[config.mk]
export PLATFORM = sky130hd
export DESIGN_NAME = ioq_arb
export DESIGN_NICKNAME = d
export VERILOG_FILES = /design/src/rtl/ioq_arb.sv
export SDC_FILE = /design/constraint.sdc
export NUM_CORES = 1
export LEC_CHECK = 0
export CAP_MARGIN = 20
export CORE_AREA = 2 2 707 709
export DETAILED_ROUTE_END_ITERATION = 6
export DIE_AREA = 0 0 709 711
export SLEW_MARGIN = 10
export SYNTH_ARGS = -nofsm -noshare
export SYNTH_HDL_FRONTEND = slang
export SYNTH_SLANG_ARGS = --single-unit
[constraint.sdc]
create_clock -name user_clk -period 5.5 [get_ports user_clk]
set_input_delay 0.55 -clock user_clk [delete_from_list [all_inputs] [get_ports user_clk]]
set_output_delay 0.55 -clock user_clk [all_outputs]
set_load 0.01 [all_outputs]
[src/rtl/ioq_arb.sv]
// ioq_arb: round-robin arbiter onto the I/O-queue request port with tag pool.
// Define IOQ_ARB_WDOG_EN to build the outstanding-request watchdog.
module ioq_arb #(
  parameter int          NUM_REQ = 4,
  parameter logic [15:0] TIMEOUT = 16'd50000
) (
  input  logic                   user_clk,
  input  logic                   user_reset_n,
  input  logic                   user_lnk_up,
  input  logic [NUM_REQ*256-1:0] req_data,
  input  logic [NUM_REQ-1:0]     req_valid,
  output logic [NUM_REQ-1:0]     req_ready,
  output logic [255:0]           arb_ioq_data,
  output logic                   arb_ioq_valid,
  input  logic                   arb_ioq_ready,
  input  logic [255:0]           ioq_arb_data,
  input  logic                   ioq_arb_valid,
  output logic [255:0]           rsp_data,
  output logic [NUM_REQ-1:0]     rsp_valid,
  output logic [6:0]             outstanding,
  output logic                   err_unexp_tag,
  output logic                   err_timeout
);

  localparam int IW = (NUM_REQ > 1) ? $clog2(NUM_REQ) : 1;
  localparam logic [3:0] TYPE_MEMWR = 4'd1;

  logic [63:0]        alloc_q, alloc_d;
  logic [IW-1:0]      owner_q [64];
  logic [IW-1:0]      rr_q, rr_d;
  logic [6:0]         out_q, out_d;
  logic [255:0]       arb_data_q;
  logic               arb_valid_q;
  logic [255:0]       rsp_data_q;
  logic [NUM_REQ-1:0] rsp_valid_q;
  logic               err_unexp_q;

  logic [5:0]         free_tag;
  logic               any_free;
  logic [NUM_REQ-1:0] elig;
  logic [IW-1:0]      win;
  logic [IW-1:0]      idx;
  logic               found;
  logic               accept;
  logic               win_np;
  logic [255:0]       win_word;
  logic [255:0]       out_word;
  logic [5:0]         cpl_tag;
  logic               cpl_hit;

  // Descending scan so the lowest free tag is the last one assigned.
  always_comb begin
    free_tag = '0;
    any_free = 1'b0;
    for (int t = 63; t >= 1; t--) begin
      if (!alloc_q[t]) begin
        free_tag = 6'(t);
        any_free = 1'b1;
      end
    end
  end

  always_comb begin
    elig = '0;
    for (int i = 0; i < NUM_REQ; i++) begin
      elig[i] = req_valid[i] & user_lnk_up &
        ((req_data[256*i +: 4] == TYPE_MEMWR) | any_free);
    end
  end

  always_comb begin
    found = 1'b0;
    win   = '0;
    idx   = '0;
    for (int k = 0; k < NUM_REQ; k++) begin
      idx = IW'((int'(rr_q) + k) % NUM_REQ);
      if (!found && elig[idx]) begin
        found = 1'b1;
        win   = idx;
      end
    end
  end

  assign accept = found & user_reset_n &
    (~arb_valid_q | arb_ioq_ready);
  assign req_ready = accept ? (NUM_REQ'(1) << win) : '0;

  assign win_word = req_data[256*int'(win) +: 256];
  assign win_np   = win_word[3:0] != TYPE_MEMWR;
  assign out_word = {win_word[255:221],
                     win_np ? free_tag : 6'd0,
                     win_word[214:0]};

  assign cpl_tag = ioq_arb_data[220:215];
  assign cpl_hit = ioq_arb_valid & alloc_q[cpl_tag];

  always_comb begin
    alloc_d = alloc_q;
    if (cpl_hit)
      alloc_d[cpl_tag] = 1'b0;
    if (accept && win_np)
      alloc_d[free_tag] = 1'b1;
    alloc_d[0] = 1'b0;
    out_d = out_q + 7'(accept & win_np) - 7'(cpl_hit);
    rr_d = rr_q;
    if (accept)
      rr_d = (int'(win) == NUM_REQ - 1) ? '0 : win + IW'(1);
  end

  always_ff @(posedge user_clk or negedge user_reset_n) begin
    if (!user_reset_n) begin
      alloc_q     <= '0;
      rr_q        <= '0;
      out_q       <= '0;
      arb_data_q  <= '0;
      arb_valid_q <= 1'b0;
      rsp_data_q  <= '0;
      rsp_valid_q <= '0;
      err_unexp_q <= 1'b0;
      for (int t = 0; t < 64; t++)
        owner_q[t] <= '0;
    end else begin
      alloc_q <= alloc_d;
      rr_q    <= rr_d;
      out_q   <= out_d;
      if (accept) begin
        arb_data_q  <= out_word;
        arb_valid_q <= 1'b1;
      end else if (arb_ioq_ready) begin
        arb_valid_q <= 1'b0;
      end
      if (accept && win_np)
        owner_q[free_tag] <= win;
      rsp_valid_q <= cpl_hit ?
        (NUM_REQ'(1) << owner_q[cpl_tag]) : '0;
      if (cpl_hit)
        rsp_data_q <= ioq_arb_data;
      err_unexp_q <= ioq_arb_valid & ~cpl_hit;
    end
  end

`ifdef IOQ_ARB_WDOG_EN
  logic [15:0] wdog_q;
  logic        tmo_q;

  // Counts cycles with tags in flight; any completion proves progress.
  always_ff @(posedge user_clk or negedge user_reset_n) begin
    if (!user_reset_n) begin
      wdog_q <= '0;
      tmo_q  <= 1'b0;
    end else if (out_d == 7'd0 || cpl_hit) begin
      wdog_q <= '0;
      tmo_q  <= 1'b0;
    end else if (wdog_q + 16'd1 == TIMEOUT) begin
      wdog_q <= '0;
      tmo_q  <= 1'b1;
    end else begin
      wdog_q <= wdog_q + 16'd1;
      tmo_q  <= 1'b0;
    end
  end

  assign err_timeout = tmo_q;
`else
  logic unused_timeout;
  assign unused_timeout = ^TIMEOUT;
  assign err_timeout    = 1'b0;
`endif

  assign arb_ioq_data  = arb_data_q;
  assign arb_ioq_valid = arb_valid_q;
  assign rsp_data      = rsp_data_q;
  assign rsp_valid     = rsp_valid_q;
  assign outstanding   = out_q;
  assign err_unexp_tag = err_unexp_q;

endmodule

# Word-level counts from Yosys, hierarchy flattened
# Index checks and enable logic that the tools add are counted.
word_totals:
  regBits: 718
  latch_bits: 0
  ram_bits: 0
  romBits: 0
  output_inout_bits: 530
  n_memories: 0
op_classes:
  add_sub_neg: 6
  n_mul: 0
  div: 0
  magnitude_cmp: 11
  n_eq_ne: 6
  shift: 3
  muxes: 162
  bitwise: 25
  n_reduce_logical: 11
ops:
  columns: ["cell", "n"]
  rows:
  - ["1024-bit by 11-bit variable part select with 256-bit output", 1]
  - ["6-bit 2-to-1 mux", 64]
  - ["128-bit bitwise mux", 1]
  - ["64-bit 2-to-1 mux", 2]
  - ["1-bit 2-to-1 mux", 76]
  - ["64-bit AND", 1]
  - ["64-bit inverter", 1]
  - ["64-bit bitwise OR", 1]
  - ["4-bit by 1-bit equality test with 1-bit output, second input constant", 4]
  - ["2-bit 2-to-1 mux", 8]
  - ["7-bit greater-or-equal comparator, second input constant", 2]
  - ["6-bit by 7-bit less-than comparator with 1-bit output, second input constant", 2]
  - ["6-bit inverter with 7-bit output", 2]
  - ["1-bit AND", 13]
  - ["2-bit binary-select mux with 6-bit select", 1]
  - ["1-bit demux with 6-bit select", 2]
  - ["2-bit demux with 6-bit select", 1]
  - ["6-bit by 1-bit greater-or-equal comparator with 1-bit output, second input constant", 2]
  - ["2-bit by 3-bit less-than comparator with 1-bit output, second input constant", 4]
  - ["1-bit binary-select mux with 2-bit select", 4]
  - ["4-bit 2-to-1 mux", 2]
  - ["1-bit by 2-bit << shifter with 4-bit output, first input constant", 2]
  - ["7-bit by 1-bit adder with 7-bit output", 1]
  - ["1-bit logical AND", 7]
  - ["11 further kinds", 20]

# Depth between registers and ports, before layout
logic_depth:
  ltp_word: 82
  depth_mapped: 23
  mapped_depth_nobuf: 21

# Worst setup path after synthesis
# No wires, ideal clock.
synth_path:
  kind: "register to register"
  from: "reg alloc_q[48]"
  to: "reg out_q[6] (netlist: outstanding[6])"
  arrival_time_ps: 4671
  required_time_ps: 5375
  setup_slack_ps: 704
  path_stages_with_launch: 24
  n_path_buf: 2
  period_less_slack_ps: 4796
  cell_sequence: "dfrtp_1 nand4_1 or4_4 nor4b_4 a21oi_1 a22oi_1 o311a_1 buf_4 clkinv_2 mux2i_1 mux2_2 nand4b_1 buf_2 a21o_1 nand2_1 ha_1 inv_1 fa_1 inv_1 a21oi_1 o21bai_1 a21o_1 a21oi_1 xnor2_1"
synth_via:
  elab_chain_cells: 67
  word_cells_on_any_way: 88
synth_rtl:
  columns: ["element", "line_no", "rtl"]
  rows:
  - ["from (decl)", "28", "logic [63:0] alloc_q, alloc_d;"]
  - ["from (signal assigned)", "123", "alloc_q <= alloc_d;"]
  - ["1-bit 2-to-1 mux (48 in series)", "56", "if (!alloc_q[t]) begin"]
  - ["1-bit bitwise OR", "67", "((req_data[256*i +: 4] == TYPE_MEMWR) | any_free);"]
  - ["1-bit AND", "66", "elig[i] = req_valid[i] & user_lnk_up &"]
  - ["1-bit binary-select mux with 2-bit select", "77", "if (!found && elig[idx]) begin"]
  - ["1-bit 2-to-1 mux (not written as such)", "77", null]
  - ["1-bit 2-to-1 mux", "77", null]
  - ["1-bit zero test", "77", null]
  - ["1-bit logical AND", "77", null]
  - ["(+5 left out)", null, null]
  - ["1-bit logical AND", "77", null]
  - ["2-bit 2-to-1 mux / 1-bit 2-to-1 mux (equally long branches)", "77", null]
  - ["1024-bit by 11-bit variable part select with 256-bit output / 1-bit AND (equally long branches)", "88, 84", null]
  - ["4-bit by 1-bit != test with 1-bit output / 1-bit AND (equally long branches)", "89, 84", null]
  - ["1-bit AND", "104", "out_d = out_q + 7'(accept & win_np) - 7'(cpl_hit);"]
  - ["7-bit by 1-bit adder with 7-bit output", "104", null]
  - ["7-bit by 1-bit subtractor with 7-bit output *", "104", null]
  - ["named net out_d[6]", "31", "logic [6:0] out_q, out_d;"]
  - ["to (signal assigned)", "125", "out_q <= out_d;"]
  - ["to (decl)", "31", null]
# The timed path passes the listed nets; every way through them passes the cells marked *. The select of a mux whose other input is x is not followed.
# A chain may end at the register's enable or synchronous reset.

# Worst setup path after layout
layout_path:
  from: "reg alloc_q[49]"
  to: "out req_ready[0]"
layout_via:
  elab_chain_cells: 66
  word_cells_on_any_way: 83
layout_rtl:
  columns: ["element", "line_no", "rtl"]
  rows:
  - ["1-bit 2-to-1 mux * (49 in series)", "56", null]
  - ["1-bit bitwise OR", "67", null]
  - ["1-bit AND", "66", null]
  - ["1-bit binary-select mux with 2-bit select", "77", null]
  - ["1-bit 2-to-1 mux (not written as such)", "77", null]
  - ["1-bit 2-to-1 mux", "77", null]
  - ["1-bit zero test", "77", null]
  - ["1-bit logical AND", "77", null]
  - ["1-bit 2-to-1 mux", "77", null]
  - ["1-bit zero test", "77", null]
  - ["1-bit logical AND", "77", null]
  - ["1-bit 2-to-1 mux", "77", null]
  - ["1-bit zero test", "77", null]
  - ["1-bit logical AND", "77", null]
  - ["1-bit 2-to-1 mux", "77", null]
  - ["1-bit AND (2 in series)", "84", "assign accept = found & user_reset_n &"]
  - ["4-bit 2-to-1 mux *", "86", "assign req_ready = accept ? (NUM_REQ'(1) << win) : '0;"]
  - ["to (decl)", "12", "output logic [NUM_REQ-1:0] req_ready,"]
# Mark *: on every way between the ends. The rest lies on a longest branch, timed or not. The select of a mux whose other input is x is not followed.

==> metrics.md <==
| Metric | Value |
|---|---|
| Number of enable flip-flop cells after synthesis | `0` |
| CTS Buf Count | `102` |
| Max_cap viols | `0` |
| Dpl hpwl | `382 mm` |
| P_leak | `0.0272 uW` |
| Post-synth cell types | `71` |
| Ys async rst share | `1.00` |
| Max-slew headroom | `0.205` |
| Data required, critical path | `4.95 ns` |
| Post-layout util | `0.138` |
| Global-route wire length before repair | `529 mm` |
| Placed cell count | `12700` |
| Via count | `42900` |
| Port bufs | `1793` |
| #FFs+latches synth | `718` |
| Total core area | `0.496 sq mm` |
| Final setup viols | `0` |
| Switching power | `11700 uW` |
| Final period util | `0.957` |
| Sw Ratio | `0.428` |
| GRT overflow | `0` |
| Clk Tree Root Cell | `clkbuf_16` |
| Clock Pin Slew Worst Setup and Hold Paths | `0.06 ns` |
| Longest Clk Path Bufs | `4` |
| Max Freq | `190 MHz` |
| Mapped Cells | `4308` |
| Slew @ Worst Pin | `1.19 ns` |
| Antenna violations before repair | `360` |
| Largest net degree at the start of global routing | `167` |
| Slew Limit Fails | `0` |
| Fin nets | `7427` |
| DRC Markers | `0` |
| DRT iter0 DRCs | `4404` |
| Hold Slack | `0.176 ns` |
| Seq pwr share | `0.282` |
| Cell Pwr Density | `402 mW/mm^2` |
| Comb pwr share | `0.454` |
| Crit path DAT | `4.71 ns` |
| Clk pwr share | `0.264` |
| Antenna viol nets, final | `0` |
| Startpoint types | `flop` |
| Mapped Area | `0.0374 sq mm` |
| Drt total wl | `437 mm` |
| Avg Cell Area, Syn | `8.68 sq um` |
| P&R area growth vs syn | `82.8%` |
| Vias per inst | `3.31` |
| Initial Util | `0.0754` |
| Path type of the worst min-delay path | `primary input to async pin` |
| Top cell type's share of synthesized area | `0.480` |
| CP Class | `flop to primary output` |
| CTS tree | `yes` |
| Gr usage total | `0.167` |
| Number of global-route vias before repair | `40700` |
| Drt wl/cell | `33.8 um` |
| Status | `completed` |
| Int Power | `15700 uW` |
| Die area | `0.504 sq mm` |
| Drt first pass iters | `7` |
| Largest area contributor in the netlist | `dfrtp_1` |
| Crit Path Max Fanout | `11` |
| Fin cells | `12900` |
| H-Tree Depth | `3` |
| Syn. warnings | `0` |
| Clk_skew | `0.107 ns` |
| Seq/Total Area, Yosys | `0.480` |
| # rows | `259` |
| Synth Flop Type | `dfrtp_1` |
| I/O Pins | `1819` |
| Worst IR Drop VDD | `0.000398 V` |
| Die X | `709 um` |
| Setup TNS Final | `0 ns` |
| Gpl congestion | `1.05` |
| Setup crit end kind | `primary output` |
| Die height | `711 um` |
| Hold Vio Cnt, Final | `0` |
| Most common cell in the netlist | `nand2_1` |
| Synth area leaders | `dfrtp_1, nand2_1, mux2_2, o21ai_0, nand3_1` |
| RSZ-0062 raised after global routing | `false` |
| Final-layout fill cell count | `56600` |
| Clk_lat worst skew | `0.90 ns` |
| Number of sinks driven by the clock tree | `718` |
| Post-layout minimum cycle time | `5.26 ns` |
| Tot Pwr | `27500 uW` |
| Fraction of layout cells with a size suffix above 1 | `0.131` |
| Commonest cells in the netlist | `nand2_1, dfrtp_1, o21ai_0, mux2_2, nand3_1` |
| Synthesized Nets | `5608` |
-- state kept, by name (all words and copies together), names as in the netlist --
signal / count
outstanding: 7
arb_ioq_data: 256
arb_ioq_valid: 1
owner_q: 128
err_unexp_tag: 1
rsp_valid: 4
rr_q: 2
alloc_q: 63
rsp_data: 256
-- logic make-up (layout without fill, tap and decap cells) --
| kind of cell | count (synthesis) | after routing | share of synthesized area |
|---|---|---|---|
| simple gates | 2031 | 2031 | 0.235 |
| compound gates | 792 | 792 | 0.122 |
| flops | 718 | 718 | 0.480 |
| mux | 395 | 395 | 0.120 |
| buf+inv | 354 | 2255 | 0.0373 |
| fa+ha+maj | 11 | 11 | 0.00388 |
| xor+xnor | 6 | 6 | 0.00141 |
| other cells | 1 | 86 | 0.000100 |
-- area by class of cell --
cell class,count,area (sq um),share of cell area
multi-input cells,3236,18100,0.265
diodes,85,213,0.00311
well taps,6655,8330,0.122
clock inverters,48,608,0.00890
repair buffers,2038,20100,0.294
inverters,31,133,0.00194
flip-flops and latches,718,18000,0.263
clock buffers,138,2870,0.0420
-- metrics by stage --
| stage | area (sq um) | setup slack, ns |
|---|---|---|
| after floorplan | 37400 | 0.704 |
| after global placement | 64500 | 0.139 |
| after detailed placement | 64500 | 0.172 |
| after CTS | 68000 | 0.0418 |
| after global routing | 68200 | 0.0131 |
| final | 68400 | 0.238 |
-- worst max-delay path, stage by stage (launching register included) --
cell             delay [ns]
dfrtp_1                0.42
nand4_1                0.21
or4_4                  0.61
nor4b_4                0.36
buf_4                  0.21
a21oi_1                0.09
buf_4                  0.16
o41ai_2                0.48
buf_4                  0.27
nor2b_1                0.11
buf_4                  0.23
and2_1                 0.19
clkdlybuf4s50_1        0.47
-- power groups by stage --
| stage | clock [uW] | combinational [uW] | sequential [uW] |
|---|---|---|---|
| 5_1_grt | 7650 | 13100 | 7880 |
| 4_1_cts | 7510 | 12700 | 7700 |
| 2_1_floorplan | 0 | 3240 | 8160 |
| 6_report | 7270 | 12500 | 7740 |
| 3_3_place_gp | 0 | 12700 | 7720 |
| 3_5_place_dp | 0 | 12700 | 7760 |
-- layout by cell type (no fill, tap or decap), types with 9 or more instances in the layout --
cell             instances
a21o_1                  15
a21oi_1                 26
a221oi_1                12
a22o_1                  13
a22oi_1                 73
a31oi_1                 17
and2_1                   9
buf_12                  20
buf_4                  222
bufinv_16               11
clkbuf_1                18
clkbuf_16              102
clkbuf_8                18
clkdlybuf4s50_1       1792
clkinv_2                20
dfrtp_1                701
dfrtp_2                 17
diode_2                 85
ha_1                    10
inv_1                   30
mux2_1                  86
mux2_2                 291
mux2_4                  10
nand2_1               1559
nand3_1                275
nand4_1                 36
nor2_1                  32
nor3_1                  11
nor4_2                  15
nor4_4                  13
o21ai_0                567
o21bai_1                13
o41ai_2                 11
-- metal layers --
| layer | routed length [um] | GRT usage | vias to the layer above |
|---|---|---|---|
| met3 | 53000 | 0.0809 | 742 |
| met5 | 949 | 0 | - |
| met2 | 198000 | 0.269 | 2444 |
| li1 | - | - | 18400 |
| met1 | 170000 | 0.196 | 21200 |
| met4 | 14600 | 0.0427 | 146 |
-- what timing repair did --
action,in CTS,in global routing
setup buffers,3,12
pin swaps,1,7
endpoints found under the hold margin,40,0
gates resized for setup,4,20
endpoints found under the setup margin,4,5
hold buffers,1,0
-- path summary, 6_finish.rpt --
check	from	endpoint	slack (ns)	depth (start not counted)
max	alloc_q[49]	req_ready[0]	0.24	12
min	user_reset_n	alloc_q[8]	0.18	2
max reg2reg	alloc_q[49]	outstanding[6]	0.28	24
min reg2reg	owner_q[126]	owner_q[126]	0.39	0
max in group asynchronous	user_reset_n	arb_ioq_data[137]	2.58	5
min in group user_clk	ioq_arb_data[18]	rsp_data[18]	0.30	2
Power figures use the tool's default switching activity.
